==> src/rtl/mem_stage_sb_if.sv <==
// Data-bus bundle between mem_stage_sb (master) and the memory system (slave):
// valid/addr_ok/data_ok request-response handshake.
interface mem_stage_sb_if;
    logic        dreq_valid;
    logic [31:0] dreq_addr;
    logic [1:0]  dreq_size;
    logic [3:0]  dreq_strobe;
    logic [31:0] dreq_data;
    logic        dresp_addr_ok;
    logic        dresp_data_ok;
    logic [31:0] dresp_data;

    modport master (
        output dreq_valid, dreq_addr, dreq_size, dreq_strobe, dreq_data,
        input  dresp_addr_ok, dresp_data_ok, dresp_data
    );

    modport slave (
        input  dreq_valid, dreq_addr, dreq_size, dreq_strobe, dreq_data,
        output dresp_addr_ok, dresp_data_ok, dresp_data
    );
endinterface

==> src/rtl/mem_stage_sb.sv <==
// MIPS load/store memory stage with an in-order SB_DEPTH-entry store buffer.
// Define MEM_SB_FWD_EN to enable store-to-load forwarding from the buffer.
module mem_stage_sb #(
    parameter int SB_DEPTH = 4
) (
    input  logic        clk,
    input  logic        reset,
    input  logic        req_valid,
    input  logic        req_store,
    input  logic [1:0]  req_size,
    input  logic        req_signed,
    input  logic        req_kill,
    input  logic [31:0] req_addr,
    input  logic [31:0] req_wdata,
    input  logic        flush,
    output logic        stall,
    output logic [31:0] ld_data,
    output logic        exc_adel,
    output logic        exc_ades,
    output logic [31:0] badvaddr,
    output logic        sb_empty,
    mem_stage_sb_if.master dbus
);
    localparam int PTR_W = $clog2(SB_DEPTH);
    localparam int CNT_W = PTR_W + 1;

    typedef enum logic [1:0] {LD_IDLE, LD_ADDR, LD_DATA, LD_DRAIN} ld_state_t;
    typedef enum logic [1:0] {SD_IDLE, SD_ADDR, SD_DATA} sd_state_t;

    ld_state_t ld_state;
    sd_state_t sd_state;

    logic        addr_ok, data_ok;
    logic        misaligned, live, do_load, do_store, ld_go;
    logic [3:0]  req_strobe;
    logic [31:0] req_sdata;

    logic [29:0]      sb_addr   [SB_DEPTH];
    logic [3:0]       sb_strobe [SB_DEPTH];
    logic [31:0]      sb_data   [SB_DEPTH];
    logic [PTR_W-1:0] wr_ptr, rd_ptr;
    logic [CNT_W-1:0] sb_count;
    logic             sb_full, sb_push, sb_pop, st_stall;

    logic        ld_fwd, ld_issue, ld_done, ld_stall;
    logic [31:0] ld_addr_q;
    logic [1:0]  ld_size_q;
    logic        ld_signed_q;
    logic [1:0]  ld_off, ld_sz;
    logic        ld_sg;
    logic [31:0] ld_src;

    function automatic logic [31:0] load_extend(input logic [31:0] raw, input logic [1:0] off,
                                                input logic [1:0] size, input logic sgn);
        logic [31:0] sh;
        sh = raw >> {off, 3'b000};
        case (size)
            2'd0:    return {{24{sgn & sh[7]}}, sh[7:0]};
            2'd1:    return {{16{sgn & sh[15]}}, sh[15:0]};
            default: return sh;
        endcase
    endfunction

    assign addr_ok = dbus.dresp_addr_ok;
    assign data_ok = dbus.dresp_data_ok;

    // Request decode: sizes 2 and 3 both behave as word accesses.
    assign misaligned = (req_size == 2'd1 && req_addr[0]) || (req_size[1] && req_addr[1:0] != 2'b00);
    assign live       = req_valid && !req_kill;
    assign do_load    = live && !req_store && !misaligned;
    assign do_store   = live && req_store && !misaligned;
    assign exc_adel   = live && !req_store && misaligned;
    assign exc_ades   = live && req_store && misaligned;
    assign badvaddr   = (exc_adel || exc_ades) ? req_addr : 32'd0;
    assign ld_go      = do_load && !flush;

    always_comb begin
        // NOTE: default assignment first in every always_comb so no path can infer a latch.
        req_strobe = 4'b1111;
        case (req_size)
            2'd0:    req_strobe = 4'b0001 << req_addr[1:0];
            2'd1:    req_strobe = 4'b0011 << req_addr[1:0];
            default: req_strobe = 4'b1111;
        endcase
        req_sdata = req_wdata << {req_addr[1:0], 3'b000};
    end

    assign sb_full  = (sb_count == CNT_W'(SB_DEPTH));
    assign sb_pop   = (sd_state == SD_ADDR && addr_ok && data_ok) || (sd_state == SD_DATA && data_ok);
    assign sb_push  = do_store && (!sb_full || sb_pop);
    assign st_stall = do_store && sb_full && !sb_pop;
    assign sb_empty = (sb_count == '0) && (sd_state == SD_IDLE);

`ifdef MEM_SB_FWD_EN
    logic             fwd_hit, fwd_full;
    logic [PTR_W-1:0] fwd_idx;
    logic [31:0]      fwd_data;

    // Scan oldest to youngest so the last match found is the youngest store.
    always_comb begin
        logic [PTR_W-1:0] idx;
        fwd_hit = 1'b0;
        fwd_idx = rd_ptr;
        idx     = rd_ptr;
        for (int i = 0; i < SB_DEPTH; i++) begin
            idx = rd_ptr + PTR_W'(i);
            if (CNT_W'(i) < sb_count && sb_addr[idx] == req_addr[31:2]) begin
                fwd_hit = 1'b1;
                fwd_idx = idx;
            end
        end
        fwd_full = (sb_strobe[fwd_idx] & req_strobe) == req_strobe;
        fwd_data = sb_data[fwd_idx];
    end
`endif

    always_comb begin
        ld_fwd   = 1'b0;
        ld_issue = 1'b0;
        ld_done  = 1'b0;
        ld_stall = 1'b0;
        case (ld_state)
            LD_IDLE: begin
`ifdef MEM_SB_FWD_EN
                ld_fwd   = ld_go && fwd_hit && fwd_full;
                ld_issue = ld_go && !fwd_hit && (sd_state == SD_IDLE);
`else
                ld_issue = ld_go && (sb_count == '0) && (sd_state == SD_IDLE);
`endif
                ld_done  = ld_fwd || (ld_issue && addr_ok && data_ok);
                ld_stall = ld_go && !ld_done;
            end
            LD_ADDR: begin
                ld_done  = addr_ok && data_ok && !flush;
                ld_stall = !(addr_ok && data_ok) && !flush;
            end
            LD_DATA: begin
                ld_done  = data_ok && !flush;
                ld_stall = !data_ok && !flush;
            end
            default: ld_stall = ld_go;
        endcase
    end

    assign stall = st_stall || ld_stall;

    always_comb begin
        ld_off = ld_addr_q[1:0];
        ld_sz  = ld_size_q;
        ld_sg  = ld_signed_q;
        if (ld_state == LD_IDLE) begin
            ld_off = req_addr[1:0];
            ld_sz  = req_size;
            ld_sg  = req_signed;
        end
        ld_src = dbus.dresp_data;
`ifdef MEM_SB_FWD_EN
        if (ld_fwd) ld_src = fwd_data;
`endif
        ld_data = ld_done ? load_extend(ld_src, ld_off, ld_sz, ld_sg) : 32'd0;
    end

    // Bus owner: a freshly issued load, a held load, or the buffer head.
    always_comb begin
        dbus.dreq_valid  = 1'b0;
        dbus.dreq_addr   = 32'd0;
        dbus.dreq_size   = 2'd0;
        dbus.dreq_strobe = 4'b0000;
        dbus.dreq_data   = 32'd0;
        if (ld_issue) begin
            dbus.dreq_valid = 1'b1;
            dbus.dreq_addr  = req_addr;
            dbus.dreq_size  = req_size;
        end else if (ld_state == LD_ADDR) begin
            dbus.dreq_valid = !flush;
            dbus.dreq_addr  = ld_addr_q;
            dbus.dreq_size  = ld_size_q;
        end else if (sd_state == SD_ADDR) begin
            dbus.dreq_valid  = 1'b1;
            dbus.dreq_addr   = {sb_addr[rd_ptr], 2'b00};
            dbus.dreq_size   = 2'd2;
            dbus.dreq_strobe = sb_strobe[rd_ptr];
            dbus.dreq_data   = sb_data[rd_ptr];
        end
    end

    always_ff @(posedge clk) begin
        // NOTE: sequential state uses non-blocking assignments so every flop samples pre-edge values.
        if (reset) begin
            ld_state    <= LD_IDLE;
            ld_addr_q   <= 32'd0;
            ld_size_q   <= 2'd0;
            ld_signed_q <= 1'b0;
        end else begin
            case (ld_state)
                LD_IDLE: if (ld_issue) begin
                    ld_addr_q   <= req_addr;
                    ld_size_q   <= req_size;
                    ld_signed_q <= req_signed;
                    if (!addr_ok)      ld_state <= LD_ADDR;
                    else if (!data_ok) ld_state <= LD_DATA;
                end
                LD_ADDR: begin
                    if (flush)        ld_state <= LD_IDLE;
                    else if (addr_ok) ld_state <= data_ok ? LD_IDLE : LD_DATA;
                end
                LD_DATA: begin
                    if (data_ok)    ld_state <= LD_IDLE;
                    else if (flush) ld_state <= LD_DRAIN;
                end
                default: if (data_ok) ld_state <= LD_IDLE;
            endcase
        end
    end

    always_ff @(posedge clk) begin
        if (reset) begin
            sd_state <= SD_IDLE;
        end else begin
            case (sd_state)
                SD_IDLE: if ((sb_count != '0 || sb_push) && ld_state == LD_IDLE && !ld_issue)
                    sd_state <= SD_ADDR;
                SD_ADDR: if (addr_ok) sd_state <= data_ok ? SD_IDLE : SD_DATA;
                SD_DATA: if (data_ok) sd_state <= SD_IDLE;
                default: sd_state <= SD_IDLE;
            endcase
        end
    end

    always_ff @(posedge clk) begin
        if (reset) begin
            wr_ptr   <= '0;
            rd_ptr   <= '0;
            sb_count <= '0;
        end else begin
            if (sb_push) wr_ptr <= wr_ptr + 1'b1;
            if (sb_pop)  rd_ptr <= rd_ptr + 1'b1;
            sb_count <= sb_count + CNT_W'(sb_push) - CNT_W'(sb_pop);
        end
    end

    // NOTE: buffer storage is not reset; entries are only read once the count covers them.
    always_ff @(posedge clk) begin
        if (sb_push) begin
            sb_addr[wr_ptr]   <= req_addr[31:2];
            sb_strobe[wr_ptr] <= req_strobe;
            sb_data[wr_ptr]   <= req_sdata;
        end
    end
endmodule

==> src/flat_wrapper.sv <==
// flat-port wrapper written by rule: the top's interface ports become plain ports
module mem_stage_sb_flat 
#(
    parameter int SB_DEPTH = 4
)
  (clk, reset, req_valid, req_store, req_size, req_signed, req_kill, req_addr, req_wdata, flush, stall, ld_data, exc_adel, exc_ades, badvaddr, sb_empty, dbus_dreq_valid, dbus_dreq_addr, dbus_dreq_size, dbus_dreq_strobe, dbus_dreq_data, dbus_dresp_addr_ok, dbus_dresp_data_ok, dbus_dresp_data);
  mem_stage_sb_if dbus_i ();
  input  logic clk;
  input  logic reset;
  input  logic req_valid;
  input  logic req_store;
  input  logic [1:0] req_size;
  input  logic req_signed;
  input  logic req_kill;
  input  logic [31:0] req_addr;
  input  logic [31:0] req_wdata;
  input  logic flush;
  output logic stall;
  output logic [31:0] ld_data;
  output logic exc_adel;
  output logic exc_ades;
  output logic [31:0] badvaddr;
  output logic sb_empty;
  output wire logic [$bits(dbus_i.dreq_valid)-1:0] dbus_dreq_valid;
  output wire logic [$bits(dbus_i.dreq_addr)-1:0] dbus_dreq_addr;
  output wire logic [$bits(dbus_i.dreq_size)-1:0] dbus_dreq_size;
  output wire logic [$bits(dbus_i.dreq_strobe)-1:0] dbus_dreq_strobe;
  output wire logic [$bits(dbus_i.dreq_data)-1:0] dbus_dreq_data;
  input wire logic [$bits(dbus_i.dresp_addr_ok)-1:0] dbus_dresp_addr_ok;
  input wire logic [$bits(dbus_i.dresp_data_ok)-1:0] dbus_dresp_data_ok;
  input wire logic [$bits(dbus_i.dresp_data)-1:0] dbus_dresp_data;
  assign dbus_dreq_valid = dbus_i.dreq_valid;
  assign dbus_dreq_addr = dbus_i.dreq_addr;
  assign dbus_dreq_size = dbus_i.dreq_size;
  assign dbus_dreq_strobe = dbus_i.dreq_strobe;
  assign dbus_dreq_data = dbus_i.dreq_data;
  assign dbus_i.dresp_addr_ok = dbus_dresp_addr_ok;
  assign dbus_i.dresp_data_ok = dbus_dresp_data_ok;
  assign dbus_i.dresp_data = dbus_dresp_data;
  mem_stage_sb #(.SB_DEPTH(SB_DEPTH)) u_core (.clk(clk), .reset(reset), .req_valid(req_valid), .req_store(req_store), .req_size(req_size), .req_signed(req_signed), .req_kill(req_kill), .req_addr(req_addr), .req_wdata(req_wdata), .flush(flush), .stall(stall), .ld_data(ld_data), .exc_adel(exc_adel), .exc_ades(exc_ades), .badvaddr(badvaddr), .sb_empty(sb_empty), .dbus(dbus_i));
endmodule
==> config.mk <==
export PLATFORM = sky130hd
export DESIGN_NAME = mem_stage_sb_flat
export DESIGN_NICKNAME = d
export VERILOG_FILES = /design/src/rtl/mem_stage_sb_if.sv /design/src/rtl/mem_stage_sb.sv /design/src/flat_wrapper.sv
export SDC_FILE = /design/constraint.sdc
export NUM_CORES = 1
export LEC_CHECK = 0
export CORE_MARGIN = 2
export CORE_UTILIZATION = 48
export CTS_CLUSTER_DIAMETER = 120
export DETAILED_ROUTE_END_ITERATION = 7
export GPL_ROUTABILITY_DRIVEN = 0
export PLACE_DENSITY = 0.76
export SYNTH_ARGS = -nofsm -noshare
export SYNTH_HDL_FRONTEND = slang
export SYNTH_SLANG_ARGS = --single-unit
==> constraint.sdc <==
create_clock -name clk -period 3.75 [get_ports clk]
set_input_delay 0.5625 -clock clk [delete_from_list [all_inputs] [get_ports clk]]
set_output_delay 0.5625 -clock clk [all_outputs]
set_load 0.005 [all_outputs]
# Word-level counts from Yosys, hierarchy flattened
# Memory sizes are Yosys's and may differ from the RTL's. A register that Yosys moved wholly into a read port is not among the register bits.
# Index checks and enable logic that the tools add are counted.
word_totals:
  wordCells: 136
  memories: 3
  mem_bits_rw: 264
  ff_bits: 46
  input_bits: 107
op_classes:
  bitwise: 2
  n_shift: 4
  n_reduce_logical: 56
  add_sub_neg: 4
  n_eq_ne: 14
  mux: 45
mem_list:
  columns: ["memory", "words", "width", "read_ports", "rd_ports_with_merged_regs", "write_ports", "line_no", "rtl"]
  rows:
  - ["u_core.sb_data", 4, 32, 1, 1, 1, "mem_stage_sb.sv:40", "logic [31:0] sb_data [SB_DEPTH];"]
  - ["u_core.sb_addr", 4, 30, 1, 1, 1, "mem_stage_sb.sv:38", "logic [29:0] sb_addr [SB_DEPTH];"]
  - ["u_core.sb_strobe", 4, 4, 1, 1, 1, "mem_stage_sb.sv:39", "logic [3:0] sb_strobe [SB_DEPTH];"]
op_table:
  columns: ["op", "count"]
  rows:
  - ["32-bit two-way mux", 8]
  - ["32-bit case mux with 2 select lines", 1]
  - ["2-bit two-way mux", 21]
  - ["32-bit by 5-bit left shift with 32-bit output", 1]
  - ["32-bit by 5-bit right shift with 32-bit output", 1]
  - ["1-bit logical AND", 29]
  - ["4-bit two-way mux", 3]
  - ["2-bit case mux with 3 select lines", 2]
  - ["1-bit zero test", 10]
  - ["3-bit inequality test (second input constant)", 3]
  - ["2-bit by 1-bit equality test with 1-bit output (second input constant)", 4]
  - ["2-bit zero test", 4]
  - ["4-bit case mux with 2 select lines", 1]
  - ["1-bit two-way mux", 7]
  - ["1-bit logical OR", 6]
  - ["2-bit inequality test (second input constant)", 3]
  - ["1-bit case mux with 3 select lines", 2]
  - ["5-bit AND reduction", 1]
  - ["2-bit by 1-bit adder with 2-bit output (second input constant)", 2]
  - ["2-bit equality test (second input constant)", 2]
  - ["4-bit nonzero test", 1]
  - ["1-bit by 2-bit left shift with 4-bit output (first input constant)", 1]
  - ["2-bit by 2-bit left shift with 4-bit output (first input constant)", 1]
  - ["3-bit by 1-bit adder with 3-bit output", 1]
  - ["9 further kinds", 10]

# Logic depth before layout (Yosys ltp)
# Gate-level depths: netlist of the first run.
depth:
  word_depth: 14
  ltp_mapped: 11

# Least setup slack after synthesis of the first run
# Ideal clock, no wire load.
synth_timing:
  kind: "input to register"
  start: "input req_addr[0]"
  end: "memory u_core.sb_addr[1][0] (enable)"
  slack_ns: 0.048
  required_time_ns: 3.319
  t_arrival_ns: 3.271
  setup_ns: 0.431
  cell_stages: 6
  cell_sequence: "clkbuf_1 nor2_1 clkbuf_1 o21bai_1 a311oi_2 and2_1"
synth_via:
  elab_chain_cells: 8
synth_lines:
  columns: ["element", "line_no", "rtl"]
  rows:
  - ["start, declared", "flat_wrapper.sv:15", "input logic [31:0] req_addr;"]
  - ["2-bit nonzero test", "mem_stage_sb.sv:68", "assign misaligned = (req_size == 2'd1 && req_addr[0]) || (req_size[1] && req_addr[1:0] != 2'b00);"]
  - ["1-bit logical AND", "mem_stage_sb.sv:68", null]
  - ["1-bit logical OR *", "mem_stage_sb.sv:68", null]
  - ["1-bit zero test *", "mem_stage_sb.sv:71", "assign do_store = live && req_store && !misaligned;"]
  - ["1-bit logical AND *", "mem_stage_sb.sv:71", null]
  - ["1-bit logical AND *", "mem_stage_sb.sv:90", "assign sb_push = do_store && (!sb_full || sb_pop);"]
  - ["via u_core.sb_push", "mem_stage_sb.sv:43", "logic sb_full, sb_push, sb_pop, st_stall;"]
  - ["1-bit two-way mux *", "mem_stage_sb.sv:244", "if (sb_push) begin"]
  - ["1-bit two-way mux (not written as such) *", "mem_stage_sb.sv:245", "sb_addr[wr_ptr] <= req_addr[31:2];"]
  - ["end, declared", "mem_stage_sb.sv:38", null]
# The timed path passes the listed nets; every way through them passes the cells marked *.

# Worst setup path in the final report of the first run
layout_timing:
  start: "register u_core.ld_state[1]"
  end: "output ld_data[10]"
layout_via:
  elab_chain_cells: 6
layout_lines:
  columns: ["element", "line_no", "rtl"]
  rows:
  - ["start, declared", "mem_stage_sb.sv:30", "ld_state_t ld_state;"]
  - ["start signal, assigned", "mem_stage_sb.sv:205", "else if (addr_ok) ld_state <= data_ok ? LD_IDLE : LD_DATA;"]
  - ["2-bit zero test", "mem_stage_sb.sv:122, mem_stage_sb.sv:151", null]
  - ["2-bit two-way mux", "mem_stage_sb.sv:151", "if (ld_state == LD_IDLE) begin"]
  - ["32-bit by 5-bit right shift with 32-bit output", "mem_stage_sb.sv:56", "sh = raw >> {off, 3'b000};"]
  - ["1-bit AND", "mem_stage_sb.sv:58", "2'd0: return {{24{sgn & sh[7]}}, sh[7:0]};"]
  - ["32-bit case mux with 2 select lines", "mem_stage_sb.sv:57", "case (size)"]
  - ["32-bit two-way mux *", "mem_stage_sb.sv:160", "ld_data = ld_done ? load_extend(ld_src, ld_off, ld_sz, ld_sg) : 32'd0;"]
  - ["end, declared", "flat_wrapper.sv:19", "output logic [31:0] ld_data;"]
# Mark *: on every way between the ends. The rest lies on a longest branch, timed or not.

==> results by group, run 1 <==
Synth
  • Top FF cell, synth: edfxtp_1
  • Dominant cell by count in the synthesized netlist: edfxtp_1
  • Top post-synthesis cells by count: 264 x edfxtp_1, 178 x nand2_1, 75 x a21oi_1
  • Biggest area consumer among synthesized cells: edfxtp_1
  • Top cells by area, synth: edfxtp_1 57%, mux4_2 11%, dfxtp_1 6.9%
  • EDFF count, synth: 264
  • Syn avg cell area: around 13 um2
  • Sequential area share after synthesis: a little under two thirds
  • Post-Synthesis Cells: 1040
  • Yosys reg bits: between 300 and 400
  • Ys async rst share: 0%
  • Ys Warns: 0
  • Distinct cells, synth: 56
  • Syn_nets: 1158
  • Mapped Area: between 10000 and 15000 um2
  • Area fraction of the dominant cell type after synthesis: between 50% and 60%

Pwr
  • Switching power: 2130 uW
  • Sequential share of power: between 40% and 50%
  • Worst ir drop on vdd: 0.334 mV
  • Gate power share: just under 20%
  • Switching share of power: between 20 and 25%
  • Clock network power share: a little over a third
  • LEAKAGE: between 0.006 and 0.007 uW
  • P per Cell Area: 483 nW/um2
  • Power Internal: 6740 uW

CTS
  • Clk_lat worst skew: approximately 550 ps
  • CTS clk-pin slew, worst paths: 60 ps
  • CTS tree: yes
  • H-tree Lvls: 1
  • Root Driver: clkbuf_16
  • CTS Buffer Depth: 3
  • Cts bufs inserted: 30
  • TritonCTS sink count: 312

Die
  • Num rows: 62
  • Initial cell density of the core: 48.7%
  • Top Ports: about 250
  • Chip width: around 170 um
  • Height of the die: roughly 170 um
  • Die Area: approximately 31000 um2
  • Core box area: between 20000 and 30000 um2

Job
  • Max Cap Viol: 0

GRT
  • Initial antenna violation count: 1
  • Grt total ovfl: 0
  • Largest net degree at the start of global routing: 49
  • First-pass GRT wire length: 53400 um
  • Vias in the first global route: a little under 10000
  • Tot GR Track Use: ~22%

STA
  • Min Tclk post-route: roughly 3600 ps
  • Max-slew violations: 0
  • Relative slew slack: between 20% and 30%
  • Tcrit/Tclk final: between 90 and 100%
  • Fmax: between 200 and 300 MHz
  • Final WS setup: 122 ps
  • Worst Skew: approximately 21 ps
  • Hold Fails Final Rpt: 0
  • Worst-Margin Slew: between 1000 and 1500 ps
  • Final setup violation count: 0

Placed design
  • I/O Buffers: roughly 250
  • HPWL Detailed: around 22000 um
  • Post-Place Worst Slack: -220 ps
  • Placed cell area: 17200 um2

Final layout
  • Ant diodes: 0
  • Share of cells above drive strength 1: 14.5%
  • P&R area growth vs syn: 31.3%
  • Nets: 1415
  • Design Area, Final: around 18000 um2
  • Final core occ: roughly 64%

Routing
  • WL per Instance: 19.8 um
  • DRT Pass-1 Iters: 5
  • Vias per cell: 5.55
  • Antenna viol nets, final: 0
  • Iter 0 DRT Violations: approximately 660
  • Post-Route WL: 33800 um
  • Remaining DRCs: 0
  • Vias: 9450

Setup path
  • CP arrival: between 3000 and 4000 ps
  • Kind of critical path: register to output pin
  • Req. time, crit path: between 3000 and 4000 ps
  • Crit path capture type: output pin
  • Startpoint Class: register
  • Crit path max fanout: 17

Hold path
  • Hold Crit Class: register to register

Run status
  • Status: finished clean
-- timing repair --
item	CTS	global route
gates resized for setup	7	11
setup buffers	1	1
pin swaps	1	2
endpoints found under the setup margin	24	43
endpoints found under the hold margin	0	0
hold buffers	0	0
-- cells by family (layout without fill, tap and decap cells) --
kind of cell	after synthesis	count (layout)	synth area share [%]
xor+xnor	5	5	0.313
flops	312	312	63.6
mux	97	97	12.9
simple gates	396	396	13.9
fa+ha+maj	11	11	1.04
buf+inv	84	364	2.35
compound gates	135	135	5.97
-- cell type report --
cell class,instances,area (um2)
fill,2104,10400
sequential,312,8890
multi-input combinational,644,4860
timing repair buffer,293,2980
clock buffer,34,776
tap,384,480
clock inverter,21,300
inverter,16,60.1
-- power by group through the flow --
stage | Clock (uW) | Combinational (uW) | Sequential, uW
finish | 3230 | 1750 | 3890
global route | 3420 | 1890 | 3900
CTS | 3290 | 1760 | 3890
detailed placement | 0 | 1740 | 3960
global placement | 0 | 1720 | 3960
floorplan | 0 | 868 | 3930
-- metrics by stage --
stage	std cells	TNS [ps]	total power [uW]	hold slack [ps]
floorplan	1040	0	4800	437
global placement	1647	-942	5680	441
detailed placement	1647	-3200	5700	447
CTS	1703	0	8940	456
global route	1704	-18.4	9210	469
finish	1704	0	8870	456
-- cell usage in the layout, fill, tap and decap left out, types with 5 or more instances in the layout --
cell	count
nor2b_1	47
o21ai_0	16
clkbuf_16	30
nand3_1	33
inv_1	14
ha_1	9
nand2_1	178
mux4_2	66
dfxtp_1	46
a311oi_1	7
edfxtp_1	264
bufinv_16	7
clkdlybuf4s50_1	239
and2_1	41
o2bb2ai_1	8
nor2_1	32
nand2b_1	36
clkinv_2	5
a21oi_1	75
mux2i_1	28
buf_4	33
a211oi_1	9
buf_12	13
-- flip-flops by register name (all words and copies together), names as in the netlist, 3 cells and up, named ones only --
name              cells
u_core.sb_addr      120
u_core.sb_count       3
u_core.sb_strobe     16
u_core.sb_data      128
u_core.ld_addr_q     32
-- metal layers --
metal | up-vias | routed length, um | track usage [%]
met5 | - | 0 | 0
met4 | 0 | 750 | 5.73
met3 | 52 | 2160 | 3.00
met2 | 353 | 16800 | 38.1
met1 | 4674 | 14100 | 30.3
li1 | 4371 | - | -
-- worst max-delay path, stage by stage (launching register included) --
cell             delay, ps
dfxtp_1                390
inv_2                   80
ha_4                   190
buf_6                  170
mux2i_1                230
nor4_4                 400
buf_4                  170
nor2_1                  40
buf_4                  170
a21oi_1                150
clkdlybuf4s50_1        530
-- worst paths after layout --
kind / from / endpoint / slack (ps) / cells after the start
setup / recovery: u_core.ld_state[1] / ld_data[10] / 120 / 10
setup reg to reg: u_core.sd_state[1] / u_core.sb_count[2] / 1420 / 10
hold reg to reg: u_core.ld_addr_q[25] / u_core.ld_addr_q[25] / 460 / 2
hold / removal: u_core.ld_addr_q[25] / u_core.ld_addr_q[25] / 460 / 2
No activity file was read; power rests on OpenSTA's default activity.
==> run 2: changes to the inputs <==
--- a/config.mk
+++ b/config.mk
@@ -6,11 +6,11 @@
 export NUM_CORES = 1
 export LEC_CHECK = 0
 export CORE_MARGIN = 2
-export CORE_UTILIZATION = 48
+export CORE_UTILIZATION = 45
 export CTS_CLUSTER_DIAMETER = 120
 export DETAILED_ROUTE_END_ITERATION = 7
 export GPL_ROUTABILITY_DRIVEN = 0
-export PLACE_DENSITY = 0.76
+export PLACE_DENSITY = 0.69
 export SYNTH_ARGS = -nofsm -noshare
 export SYNTH_HDL_FRONTEND = slang
 export SYNTH_SLANG_ARGS = --single-unit
==> constraint.sdc (replaced) <==
create_clock -name clk -period 3.47 [get_ports clk]
set_input_delay 0.5205 -clock clk [delete_from_list [all_inputs] [get_ports clk]]
set_output_delay 0.5205 -clock clk [all_outputs]
set_load 0.005 [all_outputs]
==> run 2 against run 1 <==
Effect of this change: clock skew is 10 ps lower; setup slack got worse by 82 ps; critical path depth fell by 1; register-to-register slack got worse by 280 ps; global-route usage down 1.4 points; critical path type is now primary input to output pin; non-clock buffer count grew 21; clock power down 2%; via count up 1.2%; critical endpoint is now dbus_dreq_addr[28]; wire length increased by 4.6%.
==> results by group, run 2 (synthesis results as in run 1) <==
Run status
  • Status: finished clean (unchanged)

Die
  • Top Ports: 246 (unchanged)
  • Die Area: 32500 um2 (was 30500 um2)
  • Chip width: 180 um (was 175 um)
  • Num rows: 64 (was 62)
  • Core box area: 30600 um2 (was 28700 um2)
  • Initial cell density of the core: 45.7% (was 48.7%)
  • Height of the die: 180 um (was 175 um)

GRT
  • Largest net degree at the start of global routing: 44 (was 49)
  • Vias in the first global route: 9609 (was 9634)
  • Grt total ovfl: 0 (unchanged)
  • First-pass GRT wire length: 53800 um (was 53400 um)
  • Initial antenna violation count: 0 (was 1)
  • Tot GR Track Use: 20.8% (was 22.3%)

Setup path
  • CP Cell Sequence: clkdlybuf4s50_1 -> or4_4 -> nor4_4 -> and4_4 -> buf_12 -> clkbuf_16 -> nand2_1 -> nand3_1 -> clkdlybuf4s50_1 (was inv_2 -> ha_4 -> buf_6 -> mux2i_1 -> nor4_4 -> buf_4 -> nor2_1 -> buf_4 -> a21oi_1 -> clkdlybuf4s50_1)
  • Slowest stage cell, crit path: or4_4 (was clkdlybuf4s50_1)
  • CP arrival: 2910 ps (was 3070 ps)
  • Crit path max fanout: 4 (was 17)
  • WP buf/inv: 4 (was 5)
  • Req. time, crit path: 2950 ps (was 3190 ps)
  • Critical path's top delay family: buffers and inverters (unchanged)
  • Crit path capture type: output pin (unchanged)
  • Reg2Reg Setup Slack: 1140 ps (was 1420 ps)
  • Startpoint Class: primary input (was register)
  • Critical Path Most Common Cell: clkdlybuf4s50_1 (was buf_4)
  • Kind of critical path: primary input to output pin (was register to output pin)
  • CP peak stage delay: 510 ps (was 530 ps)

Pwr
  • Worst ir drop on vdd: 0.407 mV (was 0.334 mV)
  • Overall power: 9330 uW (was 8870 uW)
  • LEAKAGE: 0.00715 uW (was 0.00622 uW)
  • P per Cell Area: 498 nW/um2 (was 483 nW/um2)

CTS
  • Hold buffer count at cts: 0 (unchanged)
  • H-tree Lvls: 1 (unchanged)
  • Cts bufs inserted: 31 (was 30)
  • TritonCTS sink count: 312 (unchanged)
  • Root Driver: clkbuf_16 (unchanged)
  • CTS clk-pin slew, worst paths: 60 ps (about the same)
  • Clk_lat worst skew: 560 ps (was 550 ps)
  • CTS Buffer Depth: 3 (unchanged)
  • CTS tree: yes (unchanged)

Final layout
  • Max reg flops: 128 (unchanged)
  • Most frequent cells in the layout: 264 x edfxtp_1, 186 x clkdlybuf4s50_1, 177 x nand2_1, 74 x a21oi_1, 66 x mux4_2 (was 264 x edfxtp_1, 239 x clkdlybuf4s50_1, 178 x nand2_1, 75 x a21oi_1, 66 x mux4_2)
  • Nets: 1437 (was 1415)
  • Footprint of the multi-input gates: 4880 um2 (was 4860 um2)
  • Largest regs: u_core.sb_data x128, u_core.sb_addr x120, u_core.ld_addr_q x32 (unchanged)
  • Filler instances: 2380 (was 2104)
  • Most common cell after layout, fill and taps aside: edfxtp_1 (unchanged)
  • Seq. cell area: 8900 um2 (was 8890 um2)
  • Share of cells above drive strength 1: 16.7% (was 14.5%)
  • Largest reg by FF count: u_core.sb_data (unchanged)
  • Design Area, Final: 18700 um2 (was 18400 um2)
  • Ant diodes: 0 (unchanged)
  • P&R area growth vs syn: 34.1% (was 31.3%)

Routing
  • Iter 0 DRT Violations: 740 (was 664)
  • Post-Route WL: 35300 um (was 33800 um)
  • Vias: 9560 (was 9450)
  • Antenna viol nets, final: 0 (unchanged)
  • Remaining DRCs: 0 (unchanged)
  • Vias per cell: 5.50 (was 5.55)
  • DRT Pass-1 Iters: 5 (unchanged)
  • WL per Instance: 20.3 um (was 19.8 um)

Placed design
  • Post-Place Worst Slack: 7.68 ps (was -220 ps)
  • I/O Buffers: 245 (unchanged)
  • HPWL Detailed: 22900 um (was 22200 um)
  • Placed cell area: 17300 um2 (was 17200 um2)

STA
  • Worst Hold Margin: 337 ps (was 456 ps)
  • Fmax: a little under 300 MHz
  • Tcrit/Tclk final: around 99%
  • Final WS setup: 40.1 ps (was 122 ps)
  • Worst Skew: 11.0 ps (was 21.4 ps)
  • Final setup violation count: 0 (unchanged)
  • Worst-Margin Slew: 674 ps (was 1100 ps)
  • RSZ-0062 raised after global routing: yes
  • Min Tclk post-route: roughly 3400 ps
  • Relative slew slack: 55.0% (was 26.8%)
  • Max-slew violations: 0 (unchanged)
  • Hold Fails Final Rpt: 0 (unchanged)

Job
  • Max Cap Viol: 0 (unchanged)

Hold path
  • Hold Crit Class: primary input to register (was register to register)
## run 2: what timing repair did
action | in CTS | in global routing
resized for setup | 23 | 69
setup endpoints to repair | 39 | 57
cloned | 0 | 4
pin swaps | 2 | 3
buffers inserted | 0 | 15
## run 2: metrics by stage
stage / TNS (ps) / std cells / utilization [%]
after floorplan: 0 / 1040 / -
after global placement: 0 / 1663 / 56.6
after detailed placement: 0 / 1663 / 56.6
after CTS: 0 / 1720 / 59.8
after global routing: -265 / 1739 / 61.3
final: 0 / 1739 / 61.3
## run 2: power breakdown
part / total [uW] / internal, uW / leakage, uW / switching (uW)
Combinational: 1970 / 1060 / 0.00391 / 907
Clock: 3150 / 1780 / 0.000463 / 1370
Sequential: 4210 / 4140 / 0.00278 / 68.3
Total: 9330 / 6990 / 0.00715 / 2340
## run 2: routing by layer
layer	global-route usage, %	up-vias	routed length [um]
met4	5.00	0	582
met3	3.46	46	2210
li1	-	4404	-
met1	28.1	4744	15000
met2	35.5	366	17600
met5	0	-	0
## run 2: worst reg2reg max path: cells and delay by family, from the launching register on
kind | cells | cell delay, ps
flops | 1 | 510
xor+xnor | 2 | 310
buf+inv | 2 | 120
simple gates | 2 | 240
fa+ha+maj | 3 | 860
compound gates | 1 | 170
## run 2: layout make-up
| cell class | instances | share of cell area, % |
|---|---|---|
| Tap cell | 396 | 2.64 |
| Multi-Input combinational cell | 644 | 26.1 |
| Clock inverter | 23 | 0.954 |
| Inverter | 16 | 0.320 |
| Sequential cell | 312 | 47.5 |
| Clock buffer | 34 | 4.20 |
| Timing Repair Buffer | 314 | 18.4 |
## run 2: worst paths after layout
| kind | startpoint | endpoint | cells after the start |
|---|---|---|---|
| min | req_addr[0] | u_core.ld_addr_q[0] | 3 |
| max | req_store | dbus_dreq_addr[28] | 9 |
| min reg2reg | u_core.ld_addr_q[22] | u_core.ld_addr_q[22] | 2 |
| max reg2reg | u_core.sd_state[1] | u_core.sb_count[2] | 10 |
==> run 3: changes to the inputs <==
--- a/config.mk
+++ b/config.mk
@@ -6,11 +6,11 @@
 export NUM_CORES = 1
 export LEC_CHECK = 0
 export CORE_MARGIN = 2
-export CORE_UTILIZATION = 45
+export CORE_UTILIZATION = 50
 export CTS_CLUSTER_DIAMETER = 120
 export DETAILED_ROUTE_END_ITERATION = 7
 export GPL_ROUTABILITY_DRIVEN = 0
-export PLACE_DENSITY = 0.69
+export PLACE_DENSITY = 0.75
 export SYNTH_ARGS = -nofsm -noshare
 export SYNTH_HDL_FRONTEND = slang
 export SYNTH_SLANG_ARGS = --single-unit
==> run 3 against run 2 <==
Effect of this change: clock power barely moved; combinational power fell by 3%; global-route usage up 1.9 points; non-clock buffer count decreased by 9; wire length is 3.6% lower; design area fell by 0.71%; hold slack got worse by 14 ps; register-to-register slack worse by 230 ps; setup slack improved by 29 ps; largest cell class unchanged.
==> results by group, run 3 (synthesis results as in run 1) <==
Run status
  • Status: finished clean (unchanged)

Setup path
  • CP arrival: 2880 ps (was 2910 ps)
  • WP buf/inv: 2 (was 4)
  • Slowest stage cell, crit path: or4_4 (unchanged)
  • Setup crit start: u_core.sd_state[0] (was req_store)
  • Crit path capture type: output pin (unchanged)
  • Crit path max fanout: 7 (was 4)
  • Critical path's top delay family: simple AND/OR/NAND/NOR gates (was buffers and inverters)
  • Req. time, crit path: 2950 ps (about the same)
  • CP peak stage delay: 550 ps (was 510 ps)
  • Worst r2r src: u_core.sd_state[1] (unchanged)
  • CP Cell Sequence: or4_4 -> nor4_4 -> and4_4 -> buf_6 -> nand2_1 -> nand3_1 -> clkdlybuf4s50_1 (was clkdlybuf4s50_1 -> or4_4 -> nor4_4 -> and4_4 -> buf_12 -> clkbuf_16 -> nand2_1 -> nand3_1 -> clkdlybuf4s50_1)
  • Kind of critical path: register to output pin (was primary input to output pin)
  • Startpoint Class: register (was primary input)

GRT
  • Grt total ovfl: 0 (unchanged)
  • Vias in the first global route: 9183 (was 9609)
  • Initial antenna violation count: 1 (was 0)
  • Tot GR Track Use: 22.7% (was 20.8%)
  • First-pass GRT wire length: 51400 um (was 53800 um)
  • Largest net degree at the start of global routing: 49 (was 44)

STA
  • Worst-Margin Slew: 1000 ps (was 674 ps)
  • Worst Skew: 31.4 ps (was 11.0 ps)
  • Worst Hold Margin: 322 ps (was 337 ps)
  • Fmax: 294 MHz (was 292 MHz)
  • Total negative setup slack: 0 ps (unchanged)
  • Max-slew violations: 0 (unchanged)
  • Final WS setup: 68.8 ps (was 40.1 ps)
  • Hold Fails Final Rpt: 0 (unchanged)
  • RSZ-0062 raised after global routing: yes (unchanged)
  • Tcrit/Tclk final: 98.0% (was 98.8%)
  • Min Tclk post-route: 3400 ps (was 3430 ps)
  • Final setup violation count: 0 (unchanged)
  • Relative slew slack: 33.3% (was 55.0%)

Placed design
  • HPWL Detailed: 22100 um (was 22900 um)
  • I/O Buffers: 245 (unchanged)
  • Post-Place Worst Slack: 25.2 ps (was 7.68 ps)

CTS
  • Clk_lat worst skew: 560 ps (about the same)
  • Hold buffer count at cts: 0 (unchanged)
  • Cts bufs inserted: 30 (was 31)
  • TritonCTS sink count: 312 (unchanged)
  • CTS tree: yes (unchanged)
  • CTS Buffer Depth: 3 (unchanged)
  • H-tree Lvls: 1 (unchanged)
  • CTS clk-pin slew, worst paths: 60 ps (about the same)
  • Root Driver: clkbuf_16 (unchanged)

Routing
  • Vias: 9478 (was 9560)
  • Antenna viol nets, final: 0 (unchanged)
  • Remaining DRCs: 0 (unchanged)
  • Post-Route WL: 34100 um (was 35300 um)
  • DRT Pass-1 Iters: 7 (was 5)
  • Iter 0 DRT Violations: 950 (was 740)
  • WL per Instance: 19.9 um (was 20.3 um)
  • Vias per cell: 5.54 (was 5.50)

Job
  • Max Cap Viol: 0 (unchanged)

Pwr
  • Sequential share of power: 45.3% (was 45.1%)
  • Power Internal: 6970 uW (was 6990 uW)
  • Gate power share: 20.6% (was 21.1%)
  • Overall power: 9290 uW (was 9330 uW)
  • Worst ir drop on vdd: 0.375 mV (was 0.407 mV)
  • LEAKAGE: 0.00709 uW (was 0.00715 uW)
  • Switching power: 2320 uW (was 2340 uW)
  • P per Cell Area: 499 nW/um2 (was 498 nW/um2)
  • Switching share of power: 25.0% (was 25.1%)
  • Clock network power share: 34.1% (was 33.8%)

Die
  • Num rows: 61 (was 64)
  • Core box area: 27600 um2 (was 30600 um2)
  • Die Area: 29300 um2 (was 32500 um2)
  • Top Ports: 246 (unchanged)
  • Height of the die: 171 um (was 180 um)
  • Chip width: 171 um (was 180 um)
  • Initial cell density of the core: 50.6% (was 45.7%)

Final layout
  • Most common cell after layout, fill and taps aside: edfxtp_1 (unchanged)
  • Largest regs: u_core.sb_data x128, u_core.sb_addr x120, u_core.ld_addr_q x32 (unchanged)
  • Share of cells above drive strength 1: 16.2% (was 16.7%)
  • P&R area growth vs syn: 33.2% (was 34.1%)
  • Largest reg by FF count: u_core.sb_data (unchanged)
  • Nets: 1427 (was 1437)
  • Most frequent cells in the layout: 264 x edfxtp_1, 188 x clkdlybuf4s50_1, 178 x nand2_1, 73 x a21oi_1, 66 x mux4_2 (was 264 x edfxtp_1, 186 x clkdlybuf4s50_1, 177 x nand2_1, 74 x a21oi_1, 66 x mux4_2)
  • Max reg flops: 128 (unchanged)

Hold path
  • Hold Crit Class: primary input to register (unchanged)
  • Worst hold start: req_addr[1] (was req_addr[0])
==> run 3: stage by stage <==
step	cell area (um2)	util, %	cells
2_1_floorplan	14000	-	1040
3_3_place_gp	17200	62.2	1640
3_5_place_dp	17200	62.2	1640
4_1_cts	18300	66.2	1701
5_1_grt	18600	67.4	1712
6_report	18600	67.4	1712
==> run 3: worst paths after layout <==
path         slack [ps]                     to  depth (start not counted)
max reg2reg         910  u_core.sb_data[2][30]                          5
max                  70     dbus_dreq_addr[15]                          7
min                 320    u_core.ld_addr_q[1]                          3
min reg2reg         460   u_core.ld_addr_q[22]                          2
==> run 3: area by class of cell <==
| cell class | count | area, um2 |
|---|---|---|
| fillers | 1961 | 9010 |
| flip-flops and latches | 312 | 8900 |
| multi-input cells | 644 | 4910 |
| repair buffers | 305 | 3280 |
| clock buffers | 34 | 797 |
| well taps | 378 | 473 |
| clock inverters | 22 | 180 |
| inverters | 16 | 60.1 |
| diodes | 1 | 2.50 |
==> run 3: repair_timing <==
action,CTS,global route
endpoints found under the setup margin,32,61
gates resized for setup,31,70
buffers inserted,3,7
pin swaps,4,5
gates cloned,2,3
==> run 3: layer usage <==
layer	GRT usage (%)	part of all wire, %
met1	31.9	43
met2	37.8	49
met5	0	0
met3	3.20	5.6
met4	5.90	2.4
==> run 3: worst min-delay path, cell delays in order <==
cell and delay, ps:
buf_2 160, nand2_1 90, a21oi_1 60
==> run 3: power groups by stage <==
stage | clock network, uW | registers, uW | logic, uW
final | 3170 | 4210 | 1920
after global routing | 3370 | 4220 | 2070
after CTS | 3220 | 4210 | 1930
after detailed placement | 0 | 4290 | 1870
after global placement | 0 | 4280 | 1850
after floorplan | 0 | 4250 | 939
